===== config.mk =====
export PLATFORM = sky130hd
export DESIGN_NAME = pmem_loader
export DESIGN_NICKNAME = d
export VERILOG_FILES = /design/src/rtl/pmem_loader_pkg.sv /design/src/rtl/pmem_loader_word_packer.sv /design/src/rtl/pmem_loader.sv
export SDC_FILE = /design/constraint.sdc
export NUM_CORES = 1
export LEC_CHECK = 0
export BUFFER_PORTS_ARGS = -buffer_cell sky130_fd_sc_hd__buf_2
export CAP_MARGIN = 25
export CELL_PAD_IN_SITES_DETAIL_PLACEMENT = 1
export CELL_PAD_IN_SITES_GLOBAL_PLACEMENT = 1
export CORE_MARGIN = 8
export CORE_UTILIZATION = 41
export DETAILED_ROUTE_END_ITERATION = 12
export GPL_ROUTABILITY_DRIVEN = 1
export PLACE_DENSITY = 0.76
export SLEW_MARGIN = 20
export SYNTH_ARGS = -nofsm -noshare
export SYNTH_HDL_FRONTEND = slang
export SYNTH_SLANG_ARGS = --single-unit

===== constraint.sdc =====
create_clock -name clk -period 1.9 [get_ports clk]
set_input_delay 0.19 -clock clk [delete_from_list [all_inputs] [get_ports clk]]
set_output_delay 0.19 -clock clk [all_outputs]
set_load 0.1 [all_outputs]

===== src/rtl/pmem_loader_pkg.sv =====
// Shared types and defaults for the boot-time program memory loader.
package pmem_loader_pkg;
  localparam int ADDR_W_DEF = 11;
  localparam int DEPTH_DEF  = 2048;
  localparam int HDR_BITS   = 16;

  typedef enum logic [2:0] {
    ST_LEN_HI = 3'd0,
    ST_LEN_LO = 3'd1,
    ST_WORD   = 3'd2,
    ST_CSUM   = 3'd3,
    ST_DONE   = 3'd4,
    ST_ERR    = 3'd5
  } state_t;
endpackage


===== src/rtl/pmem_loader_word_packer.sv =====
// Packs accepted bytes MSB-first into 32-bit words; word_valid pulses with the 4th byte.
module pmem_loader_word_packer (
  input  logic        clk,
  input  logic        rst_n,
  input  logic        i_clr,
  input  logic        i_push,
  input  logic [7:0]  i_byte,
  output logic [31:0] o_word,
  output logic        o_word_valid
);
  logic [23:0] r_shift;
  logic [1:0]  r_cnt;

  assign o_word       = {r_shift, i_byte};
  assign o_word_valid = i_push && (r_cnt == 2'd3);

  always_ff @(posedge clk or negedge rst_n) begin
    if (!rst_n) begin
      r_shift <= '0;
      r_cnt   <= '0;
    end else if (i_clr) begin
      r_shift <= '0;
      r_cnt   <= '0;
    end else if (i_push) begin
      r_shift <= {r_shift[15:0], i_byte};
      r_cnt   <= r_cnt + 2'd1;
    end
  end
endmodule


===== src/rtl/pmem_loader.sv =====
// Streams a length-prefixed image into cpu program memory and holds the cpu in reset
// until loaded. Define LOADER_CSUM_EN to require a trailing 8-bit payload checksum.
module pmem_loader
  import pmem_loader_pkg::*;
#(
  parameter int ADDR_W = ADDR_W_DEF,
  parameter int DEPTH  = DEPTH_DEF
) (
  input  logic              clk,
  input  logic              rst_n,
  input  logic              in_valid,
  input  logic [7:0]        in_data,
  output logic              in_ready,
  input  logic              reload,
  output logic              pmem_we,
  output logic [ADDR_W-1:0] pmem_addr,
  output logic [31:0]       pmem_wdata,
  output logic              cpu_rst,
  output logic              done,
  output logic              err
);
  state_t              r_state, w_next;
  logic                r_live;
  logic [7:0]          r_len_hi;
  logic [ADDR_W:0]     r_len;
  logic [ADDR_W:0]     r_wcnt;
  logic                r_we;
  logic [ADDR_W-1:0]   r_addr;
  logic [31:0]         r_wdata;
  logic                w_hs;
  logic                w_push;
  logic [HDR_BITS-1:0] w_len;
  logic [31:0]         w_word;
  logic                w_word_valid;
`ifdef LOADER_CSUM_EN
  logic [7:0]          r_sum;
`endif

  // reload takes priority, so a byte offered in the same cycle is never taken
  assign w_hs   = in_valid && in_ready && !reload;
  assign w_push = w_hs && (r_state == ST_WORD);
  assign w_len  = {r_len_hi, in_data};

  assign pmem_we    = r_we;
  assign pmem_addr  = r_addr;
  assign pmem_wdata = r_wdata;
  assign cpu_rst    = (r_state != ST_DONE);
  assign done       = (r_state == ST_DONE);
  assign err        = (r_state == ST_ERR);

  pmem_loader_word_packer u_packer (
    .clk          (clk),
    .rst_n        (rst_n),
    .i_clr        (reload),
    .i_push       (w_push),
    .i_byte       (in_data),
    .o_word       (w_word),
    .o_word_valid (w_word_valid)
  );

  always_ff @(posedge clk or negedge rst_n) begin
    if (!rst_n) r_state <= ST_LEN_HI;
    else        r_state <= w_next;
  end

  always_comb begin
    w_next = r_state;
    if (reload) begin
      w_next = ST_LEN_HI;
    end else begin
      case (r_state)
        ST_LEN_HI: if (w_hs) w_next = ST_LEN_LO;
        ST_LEN_LO: begin
          if (w_hs) begin
            if (w_len == '0)                      w_next = ST_DONE;
            else if (w_len > HDR_BITS'(DEPTH))    w_next = ST_ERR;
            else                                  w_next = ST_WORD;
          end
        end
        // word count reaches N in the cycle the last write is on the bus
        ST_WORD: begin
          if (r_wcnt == r_len) begin
`ifdef LOADER_CSUM_EN
            w_next = ST_CSUM;
`else
            w_next = ST_DONE;
`endif
          end
        end
`ifdef LOADER_CSUM_EN
        ST_CSUM: if (w_hs) w_next = (in_data == r_sum) ? ST_DONE : ST_ERR;
`endif
        default: w_next = r_state;
      endcase
    end
  end

  always_comb begin
    in_ready = 1'b0;
    case (r_state)
      ST_LEN_HI, ST_LEN_LO: in_ready = r_live;
      ST_WORD:              in_ready = r_live && (r_wcnt != r_len);
`ifdef LOADER_CSUM_EN
      ST_CSUM:              in_ready = r_live;
`endif
      default:              in_ready = 1'b0;
    endcase
  end

  always_ff @(posedge clk or negedge rst_n) begin
    if (!rst_n) r_live <= 1'b0;
    else        r_live <= 1'b1;
  end

  always_ff @(posedge clk or negedge rst_n) begin
    if (!rst_n) begin
      r_len_hi <= '0;
      r_len    <= '0;
      r_wcnt   <= '0;
      r_we     <= 1'b0;
      r_addr   <= '0;
      r_wdata  <= '0;
    end else if (reload) begin
      r_len_hi <= '0;
      r_len    <= '0;
      r_wcnt   <= '0;
      r_we     <= 1'b0;
      r_addr   <= '0;
    end else begin
      r_we <= 1'b0;
      if (w_hs && r_state == ST_LEN_HI) r_len_hi <= in_data;
      if (w_hs && r_state == ST_LEN_LO) r_len    <= w_len[ADDR_W:0];
      if (w_word_valid) begin
        r_we    <= 1'b1;
        r_addr  <= r_wcnt[ADDR_W-1:0];
        r_wdata <= w_word;
        r_wcnt  <= r_wcnt + 1'b1;
      end
    end
  end

`ifdef LOADER_CSUM_EN
  always_ff @(posedge clk or negedge rst_n) begin
    if (!rst_n)      r_sum <= '0;
    else if (reload) r_sum <= '0;
    else if (w_push) r_sum <= r_sum + in_data;
  end
`endif
endmodule


==> results of run 1 <==
==> cells by family (layout without fill, tap and decap cells) <==
family | count (synthesis) | in the layout | share of synthesized area [%]
multiplexers | 35 | 35 | 8.47
other | 1 | 1 | 0.0811
AO/OA/AOI/OAI | 74 | 75 | 10.3
XOR/XNOR | 14 | 14 | 2.65
adder cells (fa/ha/maj) | 2 | 2 | 0.541
flip-flops | 106 | 106 | 57.4
buffers and inverters | 37 | 152 | 3.95
AND/OR/NAND/NOR | 154 | 154 | 16.6
==> sequential cells by signal, indices dropped and copies added, names as in the netlist <==
register,count
pmem_addr,11
pmem_wdata,32
pmem_we,1
r_len,12
r_len_hi,8
r_live,1
r_state,3
r_wcnt,12
u_packer.r_cnt,2
u_packer.r_shift,24
==> through the flow <==
| stage | setup slack (ns) | total power, mW | instances | hold slack [ns] |
|---|---|---|---|---|
| after detailed placement | -0.126 | 2.57 | 636 | 0.179 |
| after CTS | -0.197 | 4.36 | 660 | 0.113 |
| final | -0.337 | 4.41 | 679 | 0.136 |
| after global routing | -0.388 | 4.53 | 679 | 0.137 |
| after floorplan | -0.0812 | 2.43 | 423 | -0.106 |
| after global placement | -0.0794 | 2.56 | 636 | 0.174 |
==> repair_timing <==
| action | in CTS | in global routing |
|---|---|---|
| hold buffers | 1 | 0 |
| endpoints found under the hold margin | 30 | 0 |
| pin swaps | 4 | 36 |
| setup endpoints to repair | 81 | 83 |
| gates cloned | 1 | 5 |
| setup buffers | 6 | 14 |
| gates resized for setup | 11 | 91 |
==> report_power, final <==
group	leakage [nW]	internal, mW	switching [mW]
logic	1.74	0.103	0.189
clock network	0.135	0.912	0.921
registers	1.48	2.27	0.0127
total	3.35	3.28	1.12
==> cell type report <==
| class | instances | area [um^2] | area share (%) |
|---|---|---|---|
| Clock inverter | 6 | 50.0 | 0.784 |
| Clock buffer | 10 | 229 | 3.59 |
| Sequential cell | 106 | 2650 | 41.5 |
| Timing Repair Buffer | 124 | 1040 | 16.3 |
| Inverter | 12 | 48.8 | 0.764 |
| Tap cell | 140 | 175 | 2.74 |
| Multi-Input combinational cell | 281 | 2190 | 34.3 |
==> layer usage <==
| layer | GRT usage [%] | vias to the layer above |
|---|---|---|
| met2 | 30.5 | 109 |
| met1 | 23.7 | 2011 |
| met3 | 4.21 | 31 |
| met4 | 5.94 | 0 |
| met5 | 0 | - |
| li1 | - | 1706 |
==> how the worst max path moves through the flow <==
stage	startpoint	to	slack [ns]	depth (start not counted)
5_1_grt	r_wcnt[5]$_DFFE_PN0P_	pmem_wdata[0]$_DFFE_PN0P_	-0.39	8
2_1_floorplan	r_state[0]$_DFFE_PN0P_	err	-0.08	2
4_1_cts	r_wcnt[3]$_DFFE_PN0P_	in_ready	-0.20	7
3_5_place_dp	r_state[2]$_DFFE_PN0P_	r_wcnt[11]$_DFFE_PN0P_	-0.13	8
6_report	r_wcnt[7]$_DFFE_PN0P_	pmem_wdata[1]$_DFFE_PN0P_	-0.34	8
3_3_place_gp	r_state[2]$_DFFE_PN0P_	r_wcnt[9]$_DFFE_PN0P_	-0.08	5
==> worst reg2reg max path, cell delays in order, from the launching register on <==
cell and delay, ns:
dfrtp_1 0.45, xor2_1 0.18, nor4_2 0.34, buf_4 0.21
buf_6 0.11, a31oi_4 0.15, nand2_4 0.17, buf_12 0.17
mux2_2 0.35
==> synth_stat cells (2+ instances only) <==
library cell	number	area [um^2]
a31o_2	8	70.1
and3_1	4	25.0
buf_6	5	56.3
nand2b_1	2	12.5
buf_2	5	25.0
nor4_1	4	25.0
nor2b_1	2	12.5
a211oi_1	2	15.0
nor4_2	3	37.5
buf_1	3	11.3
nand4_1	5	31.3
inv_1	11	41.3
nand3_1	23	115
mux2i_1	2	20.0
ha_1	2	25.0
or3_1	3	18.8
and4_1	2	17.5
a22o_1	8	70.1
mux2_2	3	33.8
nor3_1	8	40.0
o31ai_1	3	22.5
or4_1	3	22.5
a31oi_1	3	18.8
a31o_1	2	17.5
a21oi_1	11	55.1
o21a_1	2	15.0
o21ai_0	25	125
dfrtp_1	106	2650
clkbuf_1	12	45.0
nor2_1	7	26.3
mux2_1	30	338
nand2_1	80	300
and2_1	2	12.5
xor2_1	13	114
o21ai_1	5	25.0
==> impl_metrics.ini, run 1 <==
[global_route]
grt_pass1_vias = 4020
antenna_found_initial = 0
grt_pass1_wl_um = 21700
grt_usage_pct = 18.5
grt_overflow = 0
grt_start_max_net_pins = 53

[worst_setup_path]
cp_cell_sequence = xor2_1 -> nor4_2 -> buf_4 -> buf_6 -> a31oi_4 -> nand2_4 -> buf_12 -> mux2_2
cp_top_family = simple AND/OR/NAND/NOR gates
crit_path_max_incr_delay_ns = 0.45
r2r_cells = 8
critPathLaunchType = flip-flop
worst_path_max_delay_cell = dfrtp_1
crit_arrival_ns = 2.48
r2r_start = r_wcnt[7]$_DFFE_PN0P_
critical_path.max_fanout = 12
r2r_setup_slack_ns = -0.34
r2r_end = pmem_wdata[1]$_DFFE_PN0P_
cp-end-kind = flip-flop
critPathKind = flip-flop to flip-flop
path_buf_inv = 3
cp.required_ns = 2.14

[floorplan]
core_area_um2 = 10900
die_x_um = 122
fp.dieH_um = 122
ios = 60
rows = 38
start_util_pct = 42.3
dieArea_um2 = 14900

[timing]
period_minus_slack_ns = 2.24
skew_ns = 0.0126
slew_headroom_pct = 66.2
setup_viol = 82
max_slew.worst_pin.slew_ns = 0.505
setup_tns_ns = -19.29
layout_setup_ws_ns = -0.337
rsz0062_at_grt = true
max_freq_ghz = 0.447
timing.final.crit_share_pct = 118
hold_viol = 0
drv_slew = 0

[detailed_routing]
met2WireLength_um = 7960
drt-pass1-iter-count = 4
dr.max_layer_used = met4
drt-total-wl_um = 15200
vias = 3857
antenna_left = 0
wl_met3_um = 604
drt_first_iter_violations = 283
drc = 0
wl_per_cell_um = 22.4
avgViaCountPerCell = 5.68
routedLengthMet1_um = 6300

[synthesis]
synth-main-ff-cell = dfrtp_1
synth_nets = 437
ys_types = 49
syn-mean-instance-area_um2 = 10.9
synth-seq-area-share_pct = 57.4
synth_async_sr_flop_share_pct = 100
synth-edff-count = 0
synth_cells = 423
yosysWarnings = 0
ys_ff_latch = 106
mappedNetlistArea_um2 = 4620

[placed_design]
dpl_cell_area_um2 = 5480
dp_hpwl_um = 8790
gp_congestion = 0.857
portBuffers = 59

[hold_path]
hold_class = input pin to flip-flop
hp-start = in_data[7]
min_path_cells = 3
holdPathEnd = r_len[7]$_DFFE_PN0P_

[run_status]
status = finished, violations left
violations = negative setup slack

[clocking]
clock_path_buffers = 2
htreeDepth = 3
root_buffer = clkbuf_16
cts.reportedPaths.clkPinSlew_ns = 0.08
insertion_delay_ns = 0.35
numCtsBuffers = 9
clkSinkCount = 106
cts_tree = yes

[layout]
fin_util_pct = 58.4
final_common_cell = dfrtp_1
syn2layout_area_growth_pct = 38.2
mostFrequentLayoutCells = dfrtp_1 (106), nand2_1 (70), buf_2 (57)
design_area_um2 = 6390
insertedDiodeCount = 0
fillCellCount = 1145
nNetsFinal = 548
drive_gt1_share_pct = 44.2

[pwr]
p_per_area_nw_per_um2 = 690
vdd_drop_max_uv = 497
leakage_nw = 3.35

[job]
maxCapViolCount = 0
No activity file was read; power rests on OpenSTA's default activity.
==> run 2, diff against run 1 <==
Settings changed: CORE_UTILIZATION 41 to 45, PLACE_DENSITY 0.76 to 0.8.
Clock period 1.9 ns to 2.5 ns, I/O delays scaled along.
==> impl_metrics.ini, run 2 (synthesis gave the netlist of run 1 again) <==
[detailed_routing]
wl_per_cell_um = 18.5
drc = 0
avgViaCountPerCell = 5.53
drt-total-wl_um = 11500
drt-pass1-iter-count = 4
drt_first_iter_violations = 140
antenna_left = 0
vias = 3446

[pwr]
p_clk_share_pct = 34.0
p_int_mw = 2.19
p_per_area_nw_per_um2 = 541
leakage_nw = 2.77
power_frac_comb_pct = 5.6
vdd_drop_max_uv = 290
power_switching_mw = 0.691
seq_power_share_pct = 60.4
netSwitchingFraction_pct = 24.0

[floorplan]
dieArea_um2 = 13800
core_area_um2 = 10100
die_x_um = 117
start_util_pct = 45.6
fp.dieH_um = 117
rows = 37
ios = 60

[worst_setup_path]
r2r_setup_slack_ns = 0.16
cp.required_ns = 2.25
r2r_end = r_wcnt[9]$_DFFE_PN0P_
critPathLaunchType = flip-flop
cp-end-kind = primary output
r2r_cells = 6
critical_path.max_fanout = 8
crit_arrival_ns = 2.12
r2r_start = r_wcnt[2]$_DFFE_PN0P_
critPathKind = flip-flop to primary output

[clocking]
clock_path_buffers = 2
htreeDepth = 3
insertion_delay_ns = 0.36
cts_tree = yes
clkSinkCount = 106
numCtsBuffers = 9
cts.reportedPaths.clkPinSlew_ns = 0.09
root_buffer = clkbuf_8

[timing]
drv_slew = 0
timing.final.crit_share_pct = 95.0
whs_ns = 0.162
hold_viol = 0
period_minus_slack_ns = 2.37
skew_ns = 0.0131
setup_viol = 0
slew_headroom_pct = 57.8
max_freq_ghz = 0.421
max_slew.worst_pin.slew_ns = 0.633

[placed_design]
dp_hpwl_um = 7990
gp_congestion = 0.904
portBuffers = 59

[layout]
nNetsFinal = 496
final_common_cell = dfrtp_1
largest_reg_flops = 32
mostFrequentLayoutCells = dfrtp_1 (106), nand2_1 (80), buf_2 (58)
insertedDiodeCount = 0
syn2layout_area_growth_pct = 15.0
drive_gt1_share_pct = 22.0
fin_util_pct = 52.4
fillCellCount = 1127

[global_route]
grt_start_max_net_pins = 51
antenna_found_initial = 0
grt_pass1_wl_um = 19600
grt_usage_pct = 17.2
grt_overflow = 0
grt_pass1_vias = 3769

[job]
maxCapViolCount = 0

[hold_path]
min_path_cells = 3
holdPathEnd = r_len[1]$_DFFE_PN0P_
hp-start = in_data[1]
hold_class = input pin to flip-flop

[run_status]
status = completed
## run 2: cell count changes in the layout (fill, tap and decap cells not counted), sizes merged
cell / change
inv: -3
clkbuf: -1
clkinv: +1
a31o: -1
buf: -48
## run 2: what timing repair did
item / in CTS / in global routing
endpoints found under the setup margin: 1 / 1
resized for setup: 3 / 0
hold buffers: 1 / 0
setup buffers: 1 / 2
gates cloned: 0 / 0
pin swaps: 1 / 2
endpoints found under the hold margin: 39 / 0
## run 2: how the worst max path moves through the flow
stage / from / to / slack, ns / cells past startpoint
4_1_cts: r_wcnt[6]$_DFFE_PN0P_ / in_ready / 0.02 / 6
5_1_grt: r_wcnt[2]$_DFFE_PN0P_ / in_ready / -0.005 / 6
3_5_place_dp: r_wcnt[3]$_DFFE_PN0P_ / pmem_addr[9]$_DFFE_PN0P_ / 0.13 / 5
2_1_floorplan: r_state[0]$_DFFE_PN0P_ / done / 0.04 / 3
3_3_place_gp: r_wcnt[3]$_DFFE_PN0P_ / pmem_wdata[8]$_DFFE_PN0P_ / 0.33 / 6
6_report: r_wcnt[2]$_DFFE_PN0P_ / in_ready / 0.13 / 6
## run 2: power by group through the flow
stage / logic [mW] / registers, mW / clock network (mW)
finish: 0.162 / 1.74 / 0.977
detailed placement: 0.157 / 1.77 / 0
CTS: 0.163 / 1.74 / 1.02
global placement: 0.152 / 1.77 / 0
global route: 0.180 / 1.74 / 1.07
floorplan: 0.0741 / 1.77 / 0
## run 2: area by class of cell
| type | instances | area, um^2 | share of cell area (%) |
|---|---|---|---|
| inverter | 12 | 48.8 | 0.918 |
| clock buffer | 12 | 155 | 2.92 |
| tap | 136 | 170 | 3.20 |
| timing repair buffer | 73 | 430 | 8.10 |
| clock inverter | 4 | 26.3 | 0.494 |
| sequential | 106 | 2650 | 49.9 |
| multi-input combinational | 280 | 1830 | 34.5 |
## run 2: metal layers
layer	vias to the layer above	wire (um)	global-route usage [%]
met5	-	0	0
met4	0	238	7.06
met2	66	5490	27.3
li1	1588	-	-
met1	1775	5390	22.8
met3	17	384	2.83
## run 2: critical path, cell delays in order, from the launching register on
cell and delay [ns]:
dfrtp_1 0.48, xor2_1 0.23, nor4_4 0.33, nand3_1 0.19, a21oi_1 0.20, nor2_1 0.05
buf_2 0.29
## run 2: stage by stage
| step | instances | setup WS (ns) | power, mW | TNS, ns | cell area, um^2 |
|---|---|---|---|---|---|
| global route | 623 | -0.00466 | 2.99 | -0.00466 | 5320 |
| global placement | 603 | 0.329 | 1.92 | 0 | 5080 |
| CTS | 621 | 0.0209 | 2.92 | 0 | 5300 |
| detailed placement | 603 | 0.130 | 1.93 | 0 | 5080 |
| floorplan | 423 | 0.0403 | 1.84 | 0 | 4630 |
| finish | 623 | 0.126 | 2.88 | 0 | 5320 |
